[src/rtl/uart_tx.sv]
// UART transmitter: one bit per CLK, frame = start(0), data LSB-first, optional parity, stop(1).
// Optional feature: define UART_TX_STOP2_EN for two stop bits (can_send pulses in the second one).

module uart_tx_checker (
    input logic clk,
    input logic reset,
    input logic data_valid,
    input logic busy,
    input logic tx_out,
    input logic can_send
);

    // An idle transmitter must hold the line high
    a_idle_line_high: assert property (@(posedge clk) disable iff (reset)
        !busy |-> tx_out);

    // can_send only appears during a stop bit of an active frame
    a_can_send_in_stop: assert property (@(posedge clk) disable iff (reset)
        can_send |-> (busy && tx_out));

    // can_send is a single-cycle pulse
    a_can_send_pulse: assert property (@(posedge clk) disable iff (reset)
        can_send |=> !can_send);

    // A request seen while idle produces a start bit on the next cycle
    a_accept_start: assert property (@(posedge clk) disable iff (reset)
        (!busy && data_valid) |=> (busy && !tx_out));

endmodule

module uart_tx #(
    parameter int width = 8
) (
    input  logic             CLK,
    input  logic             Reset,
    input  logic             Parity_type,
    input  logic             Parity_EN,
    input  logic             Data_valid,
    input  logic [width-1:0] Data,
    output logic             Busy,
    output logic             Tx_out,
    output logic             can_send
);

    localparam int CNT_W = (width > 1) ? $clog2(width) : 1;
    localparam logic [CNT_W-1:0] LAST_BIT = CNT_W'(width - 1);
    localparam logic [CNT_W-1:0] CNT_ONE  = CNT_W'(1);

`ifdef UART_TX_STOP2_EN
    localparam logic STOP_LAST = 1'b1;
`else
    localparam logic STOP_LAST = 1'b0;
`endif

    typedef enum logic [2:0] {
        IDLE   = 3'd0,
        START  = 3'd1,
        DATA   = 3'd2,
        PARITY = 3'd3,
        STOP   = 3'd4
    } state_t;

    // Even parity is the XOR of the data; odd parity is its complement
    function automatic logic parity_bit(input logic [width-1:0] d, input logic odd);
        return (^d) ^ odd;
    endfunction

    state_t           state_r;
    state_t           next_state_s;
    logic [CNT_W-1:0] cnt_r;
    logic [CNT_W-1:0] cnt_next_s;
    logic             stop_cnt_r;
    logic             stop_cnt_next_s;
    logic [width-1:0] data_r;
    logic [width-1:0] data_next_s;
    logic             par_en_r;
    logic             par_en_next_s;
    logic             par_type_r;
    logic             par_type_next_s;
    logic             tx_out_r;
    logic             tx_next_s;
    logic             busy_r;
    logic             busy_next_s;
    logic             can_send_r;
    logic             can_send_next_s;

    // Next-state, counter and frame-latch logic
    always_comb begin
        next_state_s    = state_r;
        cnt_next_s      = cnt_r;
        stop_cnt_next_s = stop_cnt_r;
        data_next_s     = data_r;
        par_en_next_s   = par_en_r;
        par_type_next_s = par_type_r;
        case (state_r)
            IDLE: begin
                if (Data_valid) begin
                    next_state_s    = START;
                    data_next_s     = Data;
                    par_en_next_s   = Parity_EN;
                    par_type_next_s = Parity_type;
                    cnt_next_s      = '0;
                    stop_cnt_next_s = 1'b0;
                end else begin
                    next_state_s = IDLE;
                end
            end
            START: begin
                next_state_s = DATA;
                cnt_next_s   = '0;
            end
            DATA: begin
                if (cnt_r == LAST_BIT) begin
                    cnt_next_s      = '0;
                    stop_cnt_next_s = 1'b0;
                    if (par_en_r) begin
                        next_state_s = PARITY;
                    end else begin
                        next_state_s = STOP;
                    end
                end else begin
                    cnt_next_s = cnt_r + CNT_ONE;
                end
            end
            PARITY: begin
                next_state_s    = STOP;
                stop_cnt_next_s = 1'b0;
            end
            STOP: begin
                if (stop_cnt_r == STOP_LAST) begin
                    next_state_s    = IDLE;
                    stop_cnt_next_s = 1'b0;
                end else begin
                    stop_cnt_next_s = stop_cnt_r + 1'b1;
                end
            end
            default: begin
                next_state_s    = IDLE;
                cnt_next_s      = '0;
                stop_cnt_next_s = 1'b0;
            end
        endcase
    end

    // Outputs are derived from the state being entered so they register in the same edge
    always_comb begin
        tx_next_s       = 1'b1;
        busy_next_s     = 1'b1;
        can_send_next_s = 1'b0;
        case (next_state_s)
            IDLE: begin
                busy_next_s = 1'b0;
            end
            START: begin
                tx_next_s = 1'b0;
            end
            DATA: begin
                tx_next_s = data_next_s[cnt_next_s];
            end
            PARITY: begin
                tx_next_s = parity_bit(data_next_s, par_type_next_s);
            end
            STOP: begin
                can_send_next_s = (stop_cnt_next_s == STOP_LAST);
            end
            default: begin
                tx_next_s   = 1'b1;
                busy_next_s = 1'b0;
            end
        endcase
    end

    // State, frame latches and registered outputs; reset aborts any frame in flight
    always_ff @(posedge CLK) begin
        if (Reset) begin
            state_r    <= IDLE;
            cnt_r      <= '0;
            stop_cnt_r <= 1'b0;
            data_r     <= '0;
            par_en_r   <= 1'b0;
            par_type_r <= 1'b0;
            tx_out_r   <= 1'b1;
            busy_r     <= 1'b0;
            can_send_r <= 1'b0;
        end else begin
            state_r    <= next_state_s;
            cnt_r      <= cnt_next_s;
            stop_cnt_r <= stop_cnt_next_s;
            data_r     <= data_next_s;
            par_en_r   <= par_en_next_s;
            par_type_r <= par_type_next_s;
            tx_out_r   <= tx_next_s;
            busy_r     <= busy_next_s;
            can_send_r <= can_send_next_s;
        end
    end

    assign Tx_out   = tx_out_r;
    assign Busy     = busy_r;
    assign can_send = can_send_r;

    uart_tx_checker u_checker (
        .clk        (CLK),
        .reset      (Reset),
        .data_valid (Data_valid),
        .busy       (busy_r),
        .tx_out     (tx_out_r),
        .can_send   (can_send_r)
    );

endmodule

[config.mk]
export PLATFORM = sky130hd
export DESIGN_NAME = uart_tx
export DESIGN_NICKNAME = d
export VERILOG_FILES = /design/src/rtl/uart_tx.sv
export SDC_FILE = /design/constraint.sdc
export NUM_CORES = 1
export LEC_CHECK = 0
export CAP_MARGIN = 20
export CORE_MARGIN = 2
export CORE_UTILIZATION = 60
export CTS_CLUSTER_DIAMETER = 80
export DETAILED_ROUTE_END_ITERATION = 8
export DONT_BUFFER_PORTS = 1
export PLACE_DENSITY = 0.76
export SLEW_MARGIN = 0
export SYNTH_ARGS = -nofsm -noshare
export SYNTH_HDL_FRONTEND = slang
export SYNTH_SLANG_ARGS = --single-unit
[constraint.sdc]
create_clock -name CLK -period 2.6 [get_ports CLK]
set_input_delay 0.52 -clock CLK [delete_from_list [all_inputs] [get_ports CLK]]
set_output_delay 0.52 -clock CLK [all_outputs]
set_load 0.05 [all_outputs]
==> results of run 1 <==
## final cells by class
cell class,instances,area (um2),area share [%]
flip-flops and latches,20,400,37.0
inverters,5,18.8,1.73
repair buffers,1,7.51,0.693
clock inverters,1,30.0,2.77
clock buffers,3,22.5,2.08
well taps,16,20.0,1.85
multi-input cells,92,584,53.9
## path summary, 6_finish.rpt
check               endpoint  slack, ps        from
setup / recovery      Tx_out        400    cnt_r[0]
hold / removal     data_r[7]        270       Reset
setup reg to reg      Tx_out        400    cnt_r[0]
hold reg to reg   par_type_r        470  par_type_r
## cells by family (layout without fill, tap and decap cells)
logic type	after synthesis	in the layout	synth area share (%)
compound gates	30	30	19.3
mux	4	4	4.00
fa+ha+maj	3	3	3.64
buf+inv	10	10	4.49
simple gates	47	47	22.9
flops	20	20	38.8
xor+xnor	8	8	6.80
## routing by layer
metal	share of wire, %	vias up	GRT usage [%]
met5	0	-	0
met4	1.3	0	9.41
met3	5.1	4	3.97
met2	50	28	38.0
met1	44	385	26.8
li1	-	422	-
## worst max-delay path, stage by stage, from the launching register on
cell	delay, ps
dfxtp_1	350
ha_1	230
ha_1	220
or3_4	390
a21boi_4	180
nor2_2	80
mux2i_1	120
a2111oi_1	410
a211o_1	180
## cell usage after synthesis, drive strengths merged, types with 3 or more instances
library cell  count
dfxtp            20
ha                3
xnor2             7
inv               5
nor2              6
nand2b            4
nand2            23
a21oi            16
mux2i             3
clkbuf            3
## sequential cells by signal, indices dropped and copies added (netlist names)
name / flops
Busy: 1
Tx_out: 1
can_send: 1
cnt_r: 3
data_r: 8
par_en_r: 1
par_type_r: 1
state_r: 3
stop_cnt_r: 1
## through the flow
step	setup slack [ps]	power, mW
2_1_floorplan	573	0.459
3_3_place_gp	513	0.470
3_5_place_dp	430	0.473
4_1_cts	405	0.724
5_1_grt	285	0.747
6_report	401	0.717
## power groups by stage
stage	sequential [mW]	combinational (mW)	clock, mW
after floorplan	0.359	0.100	0
after global placement	0.365	0.106	0
after detailed placement	0.365	0.108	0
after CTS	0.358	0.109	0.258
after global routing	0.360	0.122	0.265
final	0.357	0.109	0.251
==> flow_summary.toml, run 1 <==
[run_status]
status = "complete, no violations"

[sta]
slew_headroom_pct = 66.8
grt_setup_unrepaired = "no"
hold_viol = 0
drv_slew = 0
fin_hold_ws_ps = 269
finalCritPeriodShare_pct = 84.6
clock.fmax_ghz = 0.455
fin_crit_ps = 2200
finalSetupViolCount = 0
fin_skew_ps = 3.93
fin_setup_tns_ps = 0
tightest_slew_ps = 497

[yosys]
synth_cell_types = 40
synth-seq-cells = 20
yosys_warnings = 0
synth_fp_nets = 138
syn-cell-area_um2 = 1030
synth_largest_area_cell = "dfxtp_1"
synth.top_cell.area_share_pct = 38.8
synthArstFlopShare_pct = 0
synth_cells = 122
ys_seq_area_share_pct = 38.8
synthFlopType = "dfxtp_1"
synth_area_leaders = "dfxtp_1 (39%), nand2_1 (8.4%), a21oi_1 (7.8%), xnor2_1 (5.9%), ha_1 (3.6%)"
avgSynthCellArea_um2 = 8.45
synth_edf_count = 0

[layout]
n_antenna_cell = 0
layout-drive-gt1-share_pct = 9.02
fillers = 129
finalNonFillerCells = 138
final_nets = 139
utilization_pct = 69.5
layout_commonest_cell = "nand2_1"
layout_common_cells = "nand2_1 (23), dfxtp_1 (20), a21oi_1 (16), xnor2_1 (7)"
design_area_um2 = 1080
synthToLayoutAreaGrowth_pct = 5.10

[routing]
drcViolationCount = 0
antenna_left = 0
vias = 839
drt_iter0_markers = 17
vias_per_cell = 6.08
first_pass_iters = 4
wl_per_cell_um = 14.2
wirelength_um = 1960

[clock_network]
ctsHtreeMaxLevel = 1
clkLatencyLatePin_ps = 300
clk_pin_slew_ps = 110
cts_tree = "yes"
cts_made_buffers = 3
cts_resized = 0
clock-root-buffer = "clkbuf_4"
cts_setup_buffers = 0
cts.sinks = 20
clockBufferDepth = 2
cts_hold_buf = 0

[power_and_ir_drop]
max-vdd-ir-drop_v = 0.000549
p_leak_nw = 0.418
clkPwrFrac_pct = 35.0
p_per_area_nw_per_um2 = 662
pwr-share-comb_pct = 15.1
p_int_uw = 535
p_seq_share_pct = 49.8
p_sw_uw = 182
switching_share_pct = 25.4

[global_route]
grt_pass1_vias = 810
grt_usage_pct = 22.1
grt_overflow = 0
grt_pass1_wl_um = 3320
grt_max_degree = 18
antenna_found_initial = 0

[floorplanning]
initial_utilization_pct = 66.1
row_count = 14
core_um2 = 1560
die_h_um = 45.5
ioPinCount = 16
die_area_um2 = 2070
fp.dieW_um = 45.5

[placement]
place_inst = 134
placed_cell_area_um2 = 1030
place_congestion = 0.880
hpwl_um = 1460
io_buffer_count = 0

[flow_run]
maxCapViolations = 0

[critical_path]
arrival_ps = 2450
path_class = "reg -> reg"
cp-start-kind = "register"
cp_max_fo = 4
timing.critical_path.required_ps = 2860
end_kind = "register"
reg2reg_depth = 8

[min_path]
worstHoldPathType = "in -> reg"
hold_depth = 1
(Power assumes the default switching activity.)
==> run 2: changes to the inputs <==
Clock period 2.6 ns to 2.05 ns, I/O delays scaled along.
==> flow_summary.toml, run 2 (same netlist as run 1, synthesis figures left out) <==
[run_status]
status = "complete, no violations"

[placement]
place_congestion = 0.806
io_buffer_count = 0
place_inst = 140
hpwl_um = 1590

[routing]
antenna_left = 0
drcViolationCount = 0
vias_per_cell = 6.15
drt_iter0_markers = 36
vias = 885
wirelength_um = 2170
wl_per_cell_um = 15.1
first_pass_iters = 4

[sta]
fin_crit_ps = 2050
slew_headroom_pct = 66.8
fin_hold_ws_ps = 152
clock.fmax_ghz = 0.489
fin_skew_ps = 8.50
hold_viol = 0
finalCritPeriodShare_pct = 99.8
finalSetupViolCount = 0
drv_slew = 0
tightest_slew_ps = 498

[layout]
layout_common_cells = "nand2_1 (23), dfxtp_1 (18), a21oi_1 (16), xnor2_1 (7), buf_4 (7)"
n_antenna_cell = 0
layout-drive-gt1-share_pct = 18.8
layout_commonest_cell = "nand2_1"
largest_reg_flops = 8
fillers = 118
reg.largest.list = "data_r: 8 flops, cnt_r: 3 flops, state_r: 3 flops"
largest_register = "data_r"
synthToLayoutAreaGrowth_pct = 13.2
finalNonFillerCells = 144
final_nets = 145

[clock_network]
cts_hold_buf = 0
clkLatencyLatePin_ps = 310
cts_made_buffers = 3
cts.sinks = 20
ctsHtreeMaxLevel = 1
clk_pin_slew_ps = 120
cts_tree = "yes"
cts_setup_buffers = 0
clockBufferDepth = 2
clock-root-buffer = "clkbuf_4"

[floorplanning]
core_um2 = 1560
initial_utilization_pct = 66.1
ioPinCount = 16
die_h_um = 45.5
row_count = 14
die_area_um2 = 2070
fp.dieW_um = 45.5

[min_path]
worstHoldPathType = "in -> reg"

[flow_run]
maxCapViolations = 0

[global_route]
grt_max_degree = 18
antenna_found_initial = 0
grt_pass1_wl_um = 3510
grt_pass1_vias = 825
grt_overflow = 0
grt_usage_pct = 23.8

[power_and_ir_drop]
p_leak_nw = 0.445
pwr-share-comb_pct = 16.3
clkPwrFrac_pct = 34.7
p_seq_share_pct = 49.0
p_per_area_nw_per_um2 = 796
max-vdd-ir-drop_v = 0.000632
switching_share_pct = 26.1
p_int_uw = 687
p_sw_uw = 243

[critical_path]
cp_max_fo = 4
path_class = "reg -> reg"
end_kind = "register"
cp-start-kind = "register"
timing.critical_path.required_ps = 2260
arrival_ps = 2260
-- run 2: cell count changes in the layout (fill, tap and decap cells not counted), sizes merged --
cell / change
buf: +6
-- run 2: worst paths after layout --
kind	cells past startpoint	to	startpoint	slack, ps
worst min register to register	2	par_type_r	par_type_r	470
worst max register to register	9	Tx_out	cnt_r[1]	4
worst min-delay path	1	cnt_r[0]	Reset	150
worst max-delay path	9	Tx_out	cnt_r[1]	4
-- run 2: routing by layer --
metal	GRT usage [%]	part of all wire, %	up-vias
met4	12.4	2.9	0
li1	-	-	433
met1	27.9	41	398
met5	0	0	-
met2	40.8	49	45
met3	4.37	6.6	9
-- run 2: repair_timing --
action,CTS,global route
setup endpoints to repair,2,2
gates cloned,0,0
pin swaps,1,6
resized for setup,1,9
-- run 2: power groups by stage --
stage	logic, mW	clock network (mW)	registers [mW]
2_1_floorplan	0.127	0	0.455
3_3_place_gp	0.142	0	0.462
3_5_place_dp	0.145	0	0.463
4_1_cts	0.146	0.324	0.454
5_1_grt	0.165	0.339	0.459
6_report	0.151	0.323	0.455
-- run 2: area by class of cell --
cell class / instances / area, um2 / area share, %
multi-input combinational: 92 / 621 / 53.2
sequential: 20 / 403 / 34.5
timing repair buffer: 7 / 52.6 / 4.50
clock inverter: 1 / 30.0 / 2.57
clock buffer: 3 / 22.5 / 1.93
tap: 16 / 20.0 / 1.71
inverter: 5 / 18.8 / 1.61
-- run 2: critical path, cell delays in order (launching register included) --
cell and delay [ps]:
dfxtp_2 360, ha_4 150, ha_2 170, buf_4 140, nor3b_1 230, o21ai_1 150
nand2_1 210, mux2i_1 220, a211oi_1 100, a211o_1 220
-- run 2: stage by stage --
stage          total power [mW]  setup TNS [ps]  worst slack (ps)  instance area [um2]  util (%)
5_1_grt                   0.963           -90.8             -69.6                 1170      74.9
3_3_place_gp              0.604               0              23.0                 1080      69.0
6_report                  0.930               0              3.50                 1170      74.9
2_1_floorplan             0.582               0              22.8                 1030         -
3_5_place_dp              0.609           -71.1             -66.7                 1080      69.0
4_1_cts                   0.925           -44.9             -44.9                 1130      72.4
==> run 3: changes to the inputs <==
Settings changed: CORE_UTILIZATION 60 to 62, PLACE_DENSITY 0.76 to 0.78.
Clock period 2.05 ns to 2.6 ns, I/O delays scaled along.
==> flow_summary.toml, run 3 (same netlist as run 1, synthesis figures left out) <==
[sta]
finalSetupViolCount = 0
fin_setup_tns_ps = 0
fin_skew_ps = 3.28
hold_viol = 0
grt_setup_unrepaired = "no"
slew_headroom_pct = 67.2
clock.fmax_ghz = 0.466
fin_crit_ps = 2150
tightest_slew_ps = 492
finalCritPeriodShare_pct = 82.6
drv_slew = 0

[power_and_ir_drop]
p_int_uw = 433
p_seq_share_pct = 58.1
clkPwrFrac_pct = 24.3
p_per_area_nw_per_um2 = 584
max-vdd-ir-drop_v = 0.000453
p_leak_nw = 0.404
switching_share_pct = 29.5
pwr-share-comb_pct = 17.6
p_sw_uw = 182
p_total_uw = 615

[layout]
layout_common_cells = "nand2_1 (23), dfxtp_1 (20), a21oi_1 (16), xnor2_1 (7)"
largest_reg_flops = 8
final_nets = 139
n_antenna_cell = 0
synthToLayoutAreaGrowth_pct = 2.18
reg.largest.list = "data_r: 8 flops, cnt_r: 3 flops, state_r: 3 flops"
layout-drive-gt1-share_pct = 8.26
largest_register = "data_r"
layout_commonest_cell = "nand2_1"

[critical_path]
rrSetupSlack_ps = 450
r2r-start = "cnt_r[0]"
cp_max_fo = 4
r2r_end = "Tx_out"
cp-start-kind = "register"
path_delay_family = "compound AO/OA/AOI/OAI gates"
arrival_ps = 2410
crit_path_max_incr_delay_ps = 390
worst_path_max_delay_cell = "a2111oi_1"
end_kind = "register"
reg2reg_depth = 8
worst-path-buf-inv = 0
timing.critical_path.required_ps = 2860
crit_chain = "ha_1 -> ha_1 -> or3_4 -> a21boi_4 -> nor2_2 -> mux2i_1 -> a2111oi_1 -> a211o_1"
cp_common_cell = "ha_1"
path_class = "reg -> reg"

[floorplanning]
die_area_um2 = 2010
fp.dieW_um = 44.8
die_h_um = 44.8
core_um2 = 1540
row_count = 14
initial_utilization_pct = 66.9
ioPinCount = 16

[routing]
vias = 804
wl_per_cell_um = 14.0
wirelength_um = 1920
first_pass_iters = 5
antenna_left = 0
drcViolationCount = 0
drt_iter0_markers = 6
vias_per_cell = 5.87

[min_path]
min_from = "Reset"
hold_depth = 1
worstHoldPathType = "in -> reg"
holdPathEnd = "data_r[4]"

[clock_network]
clockBufferDepth = 2
cts.sinks = 20
ctsHtreeMaxLevel = 1
cts_made_buffers = 3
clkLatencyLatePin_ps = 310
cts_hold_buf = 0
cts_setup_buffers = 0
clk_pin_slew_ps = 110
cts_resized = 0
cts_tree = "yes"
clock-root-buffer = "clkbuf_4"

[placement]
io_buffer_count = 0
place_congestion = 0.783
hpwl_um = 1480

[global_route]
grt_pass1_wl_um = 3370
grt_usage_pct = 23.4
grt_pass1_vias = 783
grt_overflow = 0
antenna_found_initial = 0
grt_max_degree = 18

[flow_run]
maxCapViolations = 0

[run_status]
status = "complete, no violations"
[run 3: cell count changes in the layout (fill, tap and decap cells not counted), sizes merged]
cell / change
buf: -6
bufinv: -1
[run 3: layout make-up]
type / instances / area [um2]
tap: 16 / 20.0
multi-input combinational: 92 / 584
inverter: 5 / 18.8
clock buffer: 3 / 22.5
sequential: 20 / 400
fill: 126 / 488
timing repair buffer: 1 / 7.51
[run 3: power by group through the flow]
| stage | logic, mW | registers [mW] | clock network (mW) |
|---|---|---|---|
| floorplan | 0.100 | 0.359 | 0 |
| global placement | 0.106 | 0.364 | 0 |
| detailed placement | 0.109 | 0.365 | 0 |
| CTS | 0.109 | 0.358 | 0.150 |
| global route | 0.123 | 0.360 | 0.162 |
| finish | 0.108 | 0.358 | 0.149 |
[run 3: through the flow]
step                      hold slack, ps  instance area [um2]  utilization, %  std cells  setup slack [ps]
after floorplan                      439                 1030               -        122               573
after global placement               455                 1030            66.9        134               520
after detailed placement             463                 1030            66.9        134               455
after CTS                            260                 1050            68.3        137               437
after global routing                 245                 1050            68.3        137               300
final                                262                 1050            68.3        137               452
[run 3: worst max-delay path by stage]
| stage | from | endpoint | cells after the start |
|---|---|---|---|
| 2_1_floorplan | cnt_r[0] | Tx_out | 8 |
| 3_3_place_gp | cnt_r[0] | Tx_out | 8 |
| 3_5_place_dp | cnt_r[0] | Tx_out | 8 |
| 4_1_cts | cnt_r[0] | Tx_out | 8 |
| 5_1_grt | cnt_r[0] | Tx_out | 7 |
| 6_report | cnt_r[0] | Tx_out | 8 |
[run 3: per-layer routing]
metal | global-route usage, % | vias up | wire length (um)
met4 | 7.06 | 0 | 25
met5 | 0 | - | 0
met1 | 28.2 | 369 | 847
li1 | - | 417 | -
met2 | 40.9 | 15 | 974
met3 | 6.00 | 3 | 70
[run 3: worst register-to-register path: cells and delay by family (launching register included)]
family	cells	cell delay (ps)
adder cells (fa/ha/maj)	2	430
multiplexers	1	120
flip-flops	1	350
AND/OR/NAND/NOR	2	460
AO/OA/AOI/OAI	3	740
